**config.mk**
```make
export PLATFORM = sky130hd
export DESIGN_NAME = vend_seq_ctrl_flat
export DESIGN_NICKNAME = d
export VERILOG_FILES = /design/src/rtl/vend_pkg.sv /design/src/rtl/vend_seq_ctrl_if.sv /design/src/rtl/vend_change_unit.sv /design/src/rtl/vend_seq_ctrl.sv /design/src/flat_wrapper.sv
export SDC_FILE = /design/constraint.sdc
export NUM_CORES = 1
export LEC_CHECK = 0
export CAP_MARGIN = 20
export CORE_MARGIN = 4
export CORE_UTILIZATION = 60
export DETAILED_ROUTE_END_ITERATION = 12
export HOLD_SLACK_MARGIN = 0.03
export PLACE_DENSITY = 0.94
export SYNTH_ARGS = -nofsm -noshare
export SYNTH_HDL_FRONTEND = slang
export SYNTH_SLANG_ARGS = --single-unit
```
**constraint.sdc**
```tcl
create_clock -name clk -period 15.92 [get_ports clk]
set_input_delay 3.184 -clock clk [delete_from_list [all_inputs] [get_ports clk]]
set_output_delay 3.184 -clock clk [all_outputs]
set_load 0.01 [all_outputs]
```
**src/rtl/vend_pkg.sv**
```systemverilog
`default_nettype none
// +--------------------------------------------------------------------+
// | vend_pkg: shared state, coin and price definitions for vend_seq_ctrl|
// | Revision: 1.0                                                       |
// +--------------------------------------------------------------------+
package vend_pkg;

  typedef enum logic [1:0] {
    ST_IDLE     = 2'd0,
    ST_CREDIT   = 2'd1,
    ST_DISPENSE = 2'd2,
    ST_CHANGE   = 2'd3
  } state_t;

  localparam logic [1:0] COIN_5  = 2'b01;
  localparam logic [1:0] COIN_10 = 2'b10;

  localparam int unsigned COIN_VAL_5  = 5;
  localparam int unsigned COIN_VAL_10 = 10;

  function automatic int unsigned item_price(input logic [1:0] id,
                                             input int unsigned p0,
                                             input int unsigned p1,
                                             input int unsigned p2,
                                             input int unsigned p3);
    case (id)
      2'd0:    return p0;
      2'd1:    return p1;
      2'd2:    return p2;
      default: return p3;
    endcase
  endfunction

endpackage
`default_nettype wire

```
**src/rtl/vend_seq_ctrl_if.sv**
```systemverilog
`default_nettype none
// +--------------------------------------------------------------------+
// | vend_seq_ctrl_if: coin, keypad, dispense and change signal bundle   |
// | Revision: 1.0                                                       |
// +--------------------------------------------------------------------+
interface vend_seq_ctrl_if #(
  parameter int unsigned CREDIT_W = 8
);
  logic                coin_valid;
  logic [1:0]          coin_in;
  logic                coin_rej;
  logic                sel_valid;
  logic [1:0]          sel_id;
  logic                sel_nack;
  logic                cancel;
  logic                disp_req;
  logic [1:0]          disp_id;
  logic                disp_ack;
  logic                chg_req;
  logic                chg_coin;
  logic                chg_ack;
  logic [CREDIT_W-1:0] credit;
  logic                busy;
  logic                fault;

  modport slave (
    input  coin_valid, coin_in, sel_valid, sel_id, cancel, disp_ack, chg_ack,
    output coin_rej, sel_nack, disp_req, disp_id, chg_req, chg_coin, credit, busy, fault
  );

  modport master (
    output coin_valid, coin_in, sel_valid, sel_id, cancel, disp_ack, chg_ack,
    input  coin_rej, sel_nack, disp_req, disp_id, chg_req, chg_coin, credit, busy, fault
  );
endinterface
`default_nettype wire

```
**src/rtl/vend_change_unit.sv**
```systemverilog
`default_nettype none
// +--------------------------------------------------------------------+
// | vend_change_unit: pays out the outstanding amount one coin at a time|
// | Revision: 1.0                                                       |
// +--------------------------------------------------------------------+
module vend_change_unit
  import vend_pkg::*;
#(
  parameter int unsigned CREDIT_W = 8
) (
  input  logic                clk,
  input  logic                rst_n,
  input  logic                start,
  input  logic [CREDIT_W-1:0] amount,
  input  logic                chg_ack,
  output logic                chg_req,
  output logic                chg_coin,
  output logic                done
);

  logic r_req;
  logic r_coin;

  // amount is decremented by the owner on the ack edge, so a fresh request
  // can only start after one low cycle and always sees the updated amount
  always_ff @(posedge clk or negedge rst_n) begin
    if (!rst_n) begin
      r_req  <= 1'b0;
      r_coin <= 1'b0;
    end else if (!start) begin
      r_req  <= 1'b0;
    end else if (r_req) begin
      if (chg_ack) r_req <= 1'b0;
    end else if (amount != '0) begin
      r_req  <= 1'b1;
      r_coin <= (amount >= CREDIT_W'(COIN_VAL_10));
    end
  end

  assign chg_req  = r_req;
  assign chg_coin = r_coin;
  assign done     = start && !r_req && (amount == '0);

endmodule
`default_nettype wire

```
**src/rtl/vend_seq_ctrl.sv**
```systemverilog
`default_nettype none
// +--------------------------------------------------------------------+
// | vend_seq_ctrl: vending transaction sequencer (credit, dispense,     |
// | change payout, refund and dispense-timeout fault)                   |
// | Revision: 1.0                                                       |
// +--------------------------------------------------------------------+
module vend_seq_ctrl
  import vend_pkg::*;
#(
  parameter int unsigned CREDIT_W   = 8,
  parameter int unsigned MAX_CREDIT = 50,
  parameter int unsigned PRICE0     = 15,
  parameter int unsigned PRICE1     = 20,
  parameter int unsigned PRICE2     = 25,
  parameter int unsigned PRICE3     = 30,
  parameter int unsigned IDLE_TO    = 1000,
  parameter int unsigned ACK_TO     = 255
) (
  input logic             clk,
  input logic             rst_n,
  vend_seq_ctrl_if.slave  bus
);

  localparam int unsigned IDLE_W = $clog2(IDLE_TO + 1);
  localparam int unsigned ACK_W  = $clog2(ACK_TO + 1);

  state_t              r_state, w_state_nxt;
  logic [CREDIT_W-1:0] r_credit, w_credit_nxt;
  logic [IDLE_W-1:0]   r_idle_cnt, w_idle_cnt_nxt;
  logic [ACK_W-1:0]    r_ack_cnt, w_ack_cnt_nxt;
  logic [1:0]          r_disp_id, w_disp_id_nxt;
  logic                r_disp_req, w_disp_req_nxt;
  logic                r_coin_rej, w_coin_rej_nxt;
  logic                r_sel_nack, w_sel_nack_nxt;
  logic                r_fault, w_fault_nxt;

  logic [CREDIT_W-1:0] w_coin_val, w_sel_price, w_disp_price, w_base, w_coin_add;
  logic                w_coin_code_ok, w_coin_fits, w_coin_acc, w_sel_ok;
  logic                w_chg_req, w_chg_coin, w_chg_done;

  always_comb begin
    w_coin_val     = '0;
    w_coin_code_ok = 1'b0;
    case (bus.coin_in)
      COIN_5:  begin w_coin_val = CREDIT_W'(COIN_VAL_5);  w_coin_code_ok = 1'b1; end
      COIN_10: begin w_coin_val = CREDIT_W'(COIN_VAL_10); w_coin_code_ok = 1'b1; end
      default: ;
    endcase
  end

  assign w_sel_price  = CREDIT_W'(item_price(bus.sel_id, PRICE0, PRICE1, PRICE2, PRICE3));
  assign w_disp_price = CREDIT_W'(item_price(r_disp_id, PRICE0, PRICE1, PRICE2, PRICE3));
  assign w_sel_ok     = (r_state == ST_CREDIT) && bus.sel_valid && !bus.cancel &&
                        (r_credit >= w_sel_price);

  // A same-cycle coin lands after the price is taken, so test overflow on that base
  assign w_base      = w_sel_ok ? (r_credit - w_sel_price) : r_credit;
  assign w_coin_fits = ({1'b0, w_base} + {1'b0, w_coin_val}) <= (CREDIT_W + 1)'(MAX_CREDIT);
  assign w_coin_acc  = bus.coin_valid && w_coin_code_ok && w_coin_fits &&
                       ((r_state == ST_IDLE) || (r_state == ST_CREDIT));
  assign w_coin_add  = w_coin_acc ? w_coin_val : '0;

  always_comb begin
    w_state_nxt    = r_state;
    w_credit_nxt   = r_credit;
    w_idle_cnt_nxt = r_idle_cnt;
    w_ack_cnt_nxt  = r_ack_cnt;
    w_disp_id_nxt  = r_disp_id;
    w_disp_req_nxt = r_disp_req;
    w_fault_nxt    = r_fault;
    w_sel_nack_nxt = 1'b0;
    w_coin_rej_nxt = bus.coin_valid && !w_coin_acc;
    case (r_state)
      ST_IDLE: begin
        if (w_coin_acc) begin
          w_credit_nxt   = r_credit + w_coin_add;
          w_idle_cnt_nxt = '0;
          w_state_nxt    = ST_CREDIT;
        end
      end
      ST_CREDIT: begin
        if (bus.cancel) begin
          w_credit_nxt = r_credit + w_coin_add;
          w_state_nxt  = ST_CHANGE;
        end else if (w_sel_ok) begin
          w_credit_nxt   = w_base + w_coin_add;
          w_disp_id_nxt  = bus.sel_id;
          w_disp_req_nxt = 1'b1;
          w_ack_cnt_nxt  = '0;
          w_state_nxt    = ST_DISPENSE;
        end else begin
          w_sel_nack_nxt = bus.sel_valid;
          w_credit_nxt   = r_credit + w_coin_add;
          if (w_coin_acc || bus.sel_valid) begin
            w_idle_cnt_nxt = '0;
          end else if (r_idle_cnt == IDLE_W'(IDLE_TO - 1)) begin
            w_idle_cnt_nxt = '0;
            w_state_nxt    = ST_CHANGE;
          end else begin
            w_idle_cnt_nxt = r_idle_cnt + IDLE_W'(1);
          end
        end
      end
      ST_DISPENSE: begin
        if (bus.disp_ack) begin
          w_disp_req_nxt = 1'b0;
          w_state_nxt    = (r_credit != '0) ? ST_CHANGE : ST_IDLE;
        end else if (r_ack_cnt == ACK_W'(ACK_TO - 1)) begin
          // Actuator never answered: flag it and hand the price back as change
          w_fault_nxt    = 1'b1;
          w_disp_req_nxt = 1'b0;
          w_credit_nxt   = r_credit + w_disp_price;
          w_state_nxt    = ST_CHANGE;
        end else begin
          w_ack_cnt_nxt = r_ack_cnt + ACK_W'(1);
        end
      end
      ST_CHANGE: begin
        if (w_chg_req && bus.chg_ack) begin
          w_credit_nxt = r_credit - (w_chg_coin ? CREDIT_W'(COIN_VAL_10) : CREDIT_W'(COIN_VAL_5));
        end else if (w_chg_done) begin
          w_state_nxt = ST_IDLE;
        end
      end
      default: w_state_nxt = ST_IDLE;
    endcase
  end

  always_ff @(posedge clk or negedge rst_n) begin
    if (!rst_n) begin
      r_state    <= ST_IDLE;
      r_credit   <= '0;
      r_idle_cnt <= '0;
      r_ack_cnt  <= '0;
      r_disp_id  <= '0;
      r_disp_req <= 1'b0;
      r_coin_rej <= 1'b0;
      r_sel_nack <= 1'b0;
      r_fault    <= 1'b0;
    end else begin
      r_state    <= w_state_nxt;
      r_credit   <= w_credit_nxt;
      r_idle_cnt <= w_idle_cnt_nxt;
      r_ack_cnt  <= w_ack_cnt_nxt;
      r_disp_id  <= w_disp_id_nxt;
      r_disp_req <= w_disp_req_nxt;
      r_coin_rej <= w_coin_rej_nxt;
      r_sel_nack <= w_sel_nack_nxt;
      r_fault    <= w_fault_nxt;
    end
  end

  vend_change_unit #(
    .CREDIT_W (CREDIT_W)
  ) u_change (
    .clk      (clk),
    .rst_n    (rst_n),
    .start    (r_state == ST_CHANGE),
    .amount   (r_credit),
    .chg_ack  (bus.chg_ack),
    .chg_req  (w_chg_req),
    .chg_coin (w_chg_coin),
    .done     (w_chg_done)
  );

  assign bus.coin_rej = r_coin_rej;
  assign bus.sel_nack = r_sel_nack;
  assign bus.disp_req = r_disp_req;
  assign bus.disp_id  = r_disp_id;
  assign bus.chg_req  = w_chg_req;
  assign bus.chg_coin = w_chg_coin;
  assign bus.credit   = r_credit;
  assign bus.busy     = (r_state == ST_DISPENSE) || (r_state == ST_CHANGE);
  assign bus.fault    = r_fault;

endmodule
`default_nettype wire

```
**src/flat_wrapper.sv**
```systemverilog
// flat-port wrapper written by rule: the top's interface ports become plain ports
module vend_seq_ctrl_flat import vend_pkg::*;
#(
  parameter int unsigned CREDIT_W   = 8,
  parameter int unsigned MAX_CREDIT = 50,
  parameter int unsigned PRICE0     = 15,
  parameter int unsigned PRICE1     = 20,
  parameter int unsigned PRICE2     = 25,
  parameter int unsigned PRICE3     = 30,
  parameter int unsigned IDLE_TO    = 1000,
  parameter int unsigned ACK_TO     = 255
)
  (clk, rst_n, bus_coin_valid, bus_coin_in, bus_sel_valid, bus_sel_id, bus_cancel, bus_disp_ack, bus_chg_ack, bus_coin_rej, bus_sel_nack, bus_disp_req, bus_disp_id, bus_chg_req, bus_chg_coin, bus_credit, bus_busy, bus_fault);
  vend_seq_ctrl_if #(.CREDIT_W(CREDIT_W)) bus_i ();
  input logic clk;
  input logic rst_n;
  input wire logic [$bits(bus_i.coin_valid)-1:0] bus_coin_valid;
  input wire logic [$bits(bus_i.coin_in)-1:0] bus_coin_in;
  input wire logic [$bits(bus_i.sel_valid)-1:0] bus_sel_valid;
  input wire logic [$bits(bus_i.sel_id)-1:0] bus_sel_id;
  input wire logic [$bits(bus_i.cancel)-1:0] bus_cancel;
  input wire logic [$bits(bus_i.disp_ack)-1:0] bus_disp_ack;
  input wire logic [$bits(bus_i.chg_ack)-1:0] bus_chg_ack;
  output wire logic [$bits(bus_i.coin_rej)-1:0] bus_coin_rej;
  output wire logic [$bits(bus_i.sel_nack)-1:0] bus_sel_nack;
  output wire logic [$bits(bus_i.disp_req)-1:0] bus_disp_req;
  output wire logic [$bits(bus_i.disp_id)-1:0] bus_disp_id;
  output wire logic [$bits(bus_i.chg_req)-1:0] bus_chg_req;
  output wire logic [$bits(bus_i.chg_coin)-1:0] bus_chg_coin;
  output wire logic [$bits(bus_i.credit)-1:0] bus_credit;
  output wire logic [$bits(bus_i.busy)-1:0] bus_busy;
  output wire logic [$bits(bus_i.fault)-1:0] bus_fault;
  assign bus_i.coin_valid = bus_coin_valid;
  assign bus_i.coin_in = bus_coin_in;
  assign bus_i.sel_valid = bus_sel_valid;
  assign bus_i.sel_id = bus_sel_id;
  assign bus_i.cancel = bus_cancel;
  assign bus_i.disp_ack = bus_disp_ack;
  assign bus_i.chg_ack = bus_chg_ack;
  assign bus_coin_rej = bus_i.coin_rej;
  assign bus_sel_nack = bus_i.sel_nack;
  assign bus_disp_req = bus_i.disp_req;
  assign bus_disp_id = bus_i.disp_id;
  assign bus_chg_req = bus_i.chg_req;
  assign bus_chg_coin = bus_i.chg_coin;
  assign bus_credit = bus_i.credit;
  assign bus_busy = bus_i.busy;
  assign bus_fault = bus_i.fault;
  vend_seq_ctrl #(.CREDIT_W(CREDIT_W), .MAX_CREDIT(MAX_CREDIT), .PRICE0(PRICE0), .PRICE1(PRICE1), .PRICE2(PRICE2), .PRICE3(PRICE3), .IDLE_TO(IDLE_TO), .ACK_TO(ACK_TO)) u_core (.clk(clk), .rst_n(rst_n), .bus(bus_i));
endmodule
```
==> results_dict.tcl <==
set metrics [dict create \
    ys_types 59 \
    synthCells 385 \
    avgViaCountPerCell 6.50 \
    cts_resized 0 \
    reg2reg_to "u_core.bus.credit[6]$_DFFE_PN0P_" \
    antennaDiodeCount 0 \
    drc 0 \
    synth.area.top_cells "dfrtp_1 (26%), ha_1 (13%), o21ai_0 (4.3%), xnor2_1 (3.9%), nand2_1 (3.4%)" \
    fmaxAchievable_mhz 104 \
    clk_latency_ns 0.29 \
    yosysTopAreaCellShare 0.265 \
    path_class "in -> reg" \
    critPathMaxFanout 18 \
    power_density_nw_per_um2 213 \
    tritoncts "built" \
    grt_pass1_vias 3059 \
    areaGrowthSynthToFinish_pct 12.8 \
    portBuffers 27 \
    hold_path_class "reg -> reg" \
    drv_slew 0 \
    io_pins 28 \
    vias 3147 \
    wl_met2_um 4400 \
    ir_drop_v 0.000121 \
    cts_made_buffers 5 \
    place_hpwl_um 6800 \
    grt_pass1_wl_um 14600 \
    cp-end-kind "flop" \
    holdBufCountCts 0 \
    rrSetupSlack_ns 9.38 \
    met1_length_um 3650 \
    post_drt_wl_per_cell_um 18.5 \
    drive_above_1_share 0.0704 \
    cp.arrival_ns 9.75 \
    synth_edf_count 0 \
    synth.avg_cell_area_sq_um 8.84 \
    cts.clk_slew.worst_paths_ns 0.07 \
    setup-violations-final 0 \
    drtPass1Iterations 5 \
    highest_layer "met4" \
    p_leak_nw 1.80 \
    async_flop_share 1.00 \
    ys_seq_elements 36 \
    rsz0062_at_grt "no" \
    skew_ns 0.00174 \
    fill_cells 395 \
    overflow 0 \
    die_h_um 83.3 \
    period_share 0.602 \
    clock_path_buffers 2 \
    syn_nets 437 \
    ys.flop_type "dfrtp_1" \
    grt.total_usage 0.257 \
    totalWireLength_um 8930 \
    row_count 27 \
    antenna_found_initial 0 \
    status "finished clean" \
    cpPeakStageDelay_ns 0.50 \
    ant_nets 0 \
    min_to "u_core.bus.fault$_DFFE_PN0P_" \
    die_w_um 83.3 \
    hold_violations 0 \
    synth_area_leader_cell "dfrtp_1" \
    layout_common_cells "ha_1 (36), dfrtp_1 (36), nand2_1 (31)" \
    synthesis.area_sq_um 3400 \
    die_area_sq_um 6940 \
    maxSlewHeadroom 0.473 \
    grt_max_degree 37 \
    reg2regPathDepth 27 \
    root_buffer "clkbuf_8" \
    setup_tns_ns 0 \
    worst_slew_pin_slew_ns 0.791 \
    ys_warn_count 0 \
    worstPathRequired_ns 16.10 \
    ys_seq_area_frac 0.265 \
    wl_met3_um 643 \
    regToRegStartpoint "u_core.bus.credit[1]$_DFFE_PN0P_" \
    first_iter_violations 271 \
    htree_num_levels 2 \
    start_util 0.618 \
    gp_congestion 0.963 \
    min_period_ns 9.58 \
    clkSinkCount 36 \
    postCtsSetupBuffers 0 \
    worst_path_most_repeated_cell "nor2_1" \
    core-area_sq_um 5510 \
    maxCapViolCount 0 \
    whs_path_depth 1 \
    hold_start "u_core.bus.fault$_DFFE_PN0P_" \
    nets 463 \
    p_total_mw 0.816 \
    critPathLaunchType "input pin" \
    crit_path_top_delay_cell "clkdlybuf4s50_1" \
]
[metal layers]
layer | vias up | global-route usage
met5 | - | 0
met4 | 0 | 0.120
met3 | 30 | 0.0407
met2 | 156 | 0.442
met1 | 1507 | 0.313
li1 | 1454 | -
[worst max-delay path by stage]
stage	from	end	cells after the start
final	bus_sel_id[0]	u_core.bus.credit[6]$_DFFE_PN0P_	30
after global routing	bus_sel_id[0]	u_core.bus.credit[7]$_DFFE_PN0P_	32
after CTS	bus_sel_id[0]	u_core.bus.credit[6]$_DFFE_PN0P_	30
after detailed placement	bus_sel_id[0]	u_core.bus.credit[6]$_DFFE_PN0P_	30
after global placement	bus_sel_id[0]	u_core.bus.credit[6]$_DFFE_PN0P_	30
after floorplan	bus_sel_id[0]	u_core.bus.credit[6]$_DFFE_PN0P_	29
[synthesized netlist by cell type (all sizes together) (2+ instances only)]
cell type,count
nand4,6
dfrtp,36
o221ai,3
mux2,7
o211ai,5
a221oi,3
and2,5
xnor2,15
a21oi,23
a21boi,2
o21ai,30
mux2i,6
o2bb2ai,2
nor3,11
and3,8
clkbuf,6
nand3,7
a31oi,3
nor2,23
xor2,12
a211o,2
nor2b,15
a211oi,2
buf,4
fa,5
o31a,4
nor4,7
a21o,12
o21bai,2
or3,6
o31ai,3
inv,20
nand2,31
a22o,5
ha,36
nand2b,7
[power by group]
part	internal, mW	switching [mW]
Sequential	0.117	0.0616
Combinational	0.256	0.302
Clock	0.0463	0.0327
[layout make-up]
class | instances | area, sq um | area share
Clock buffer | 5 | 68.8 | 0.0179
Inverter | 21 | 78.8 | 0.0205
Multi-Input combinational cell | 318 | 2380 | 0.619
Tap cell | 72 | 90.1 | 0.0235
Sequential cell | 36 | 901 | 0.235
Timing Repair Buffer | 29 | 280 | 0.0730
Clock inverter | 3 | 42.5 | 0.0111
[stage by stage]
step	cells	area [sq um]	util	setup WS, ns	hold slack [ns]
6_report	484	3840	0.697	6.34	0.468
5_1_grt	484	3840	0.697	5.99	0.491
4_1_cts	484	3840	0.697	6.46	0.467
3_5_place_dp	476	3730	0.677	6.16	0.452
3_3_place_gp	476	3730	0.677	6.54	0.443
2_1_floorplan	385	3400	-	6.92	0.488
[critical path: cells and delay by family]
kind                     cells  cell delay, ns
AO/OA/AOI/OAI               12            2.59
AND/OR/NAND/NOR              7            0.95
buffers and inverters        4            0.90
XOR/XNOR                     1            0.14
adder cells (fa/ha/maj)      5            1.69
multiplexers                 1            0.29
[cell families (layout without fill, tap and decap cells)]
family                     Yosys count  in the layout  share of synthesized area
and+or+nand+nor                    132            132                      0.211
AOI/OAI and AO/OA                  105            105                      0.210
adders and majority gates           41             41                      0.162
DFF                                 36             36                      0.265
buffers and inverters               31             58                     0.0371
xor gates and xnor gates            27             27                     0.0695
muxes                               13             13                     0.0452
[sequential cells by signal, indices dropped and copies added, names as in the netlist, 2 cells and up]
register and cells:
u_core.bus.credit 8, u_core.r_state 2, u_core.r_ack_cnt 8, u_core.bus.disp_id 2, u_core.r_idle_cnt 10
(Power assumes the default switching activity.)
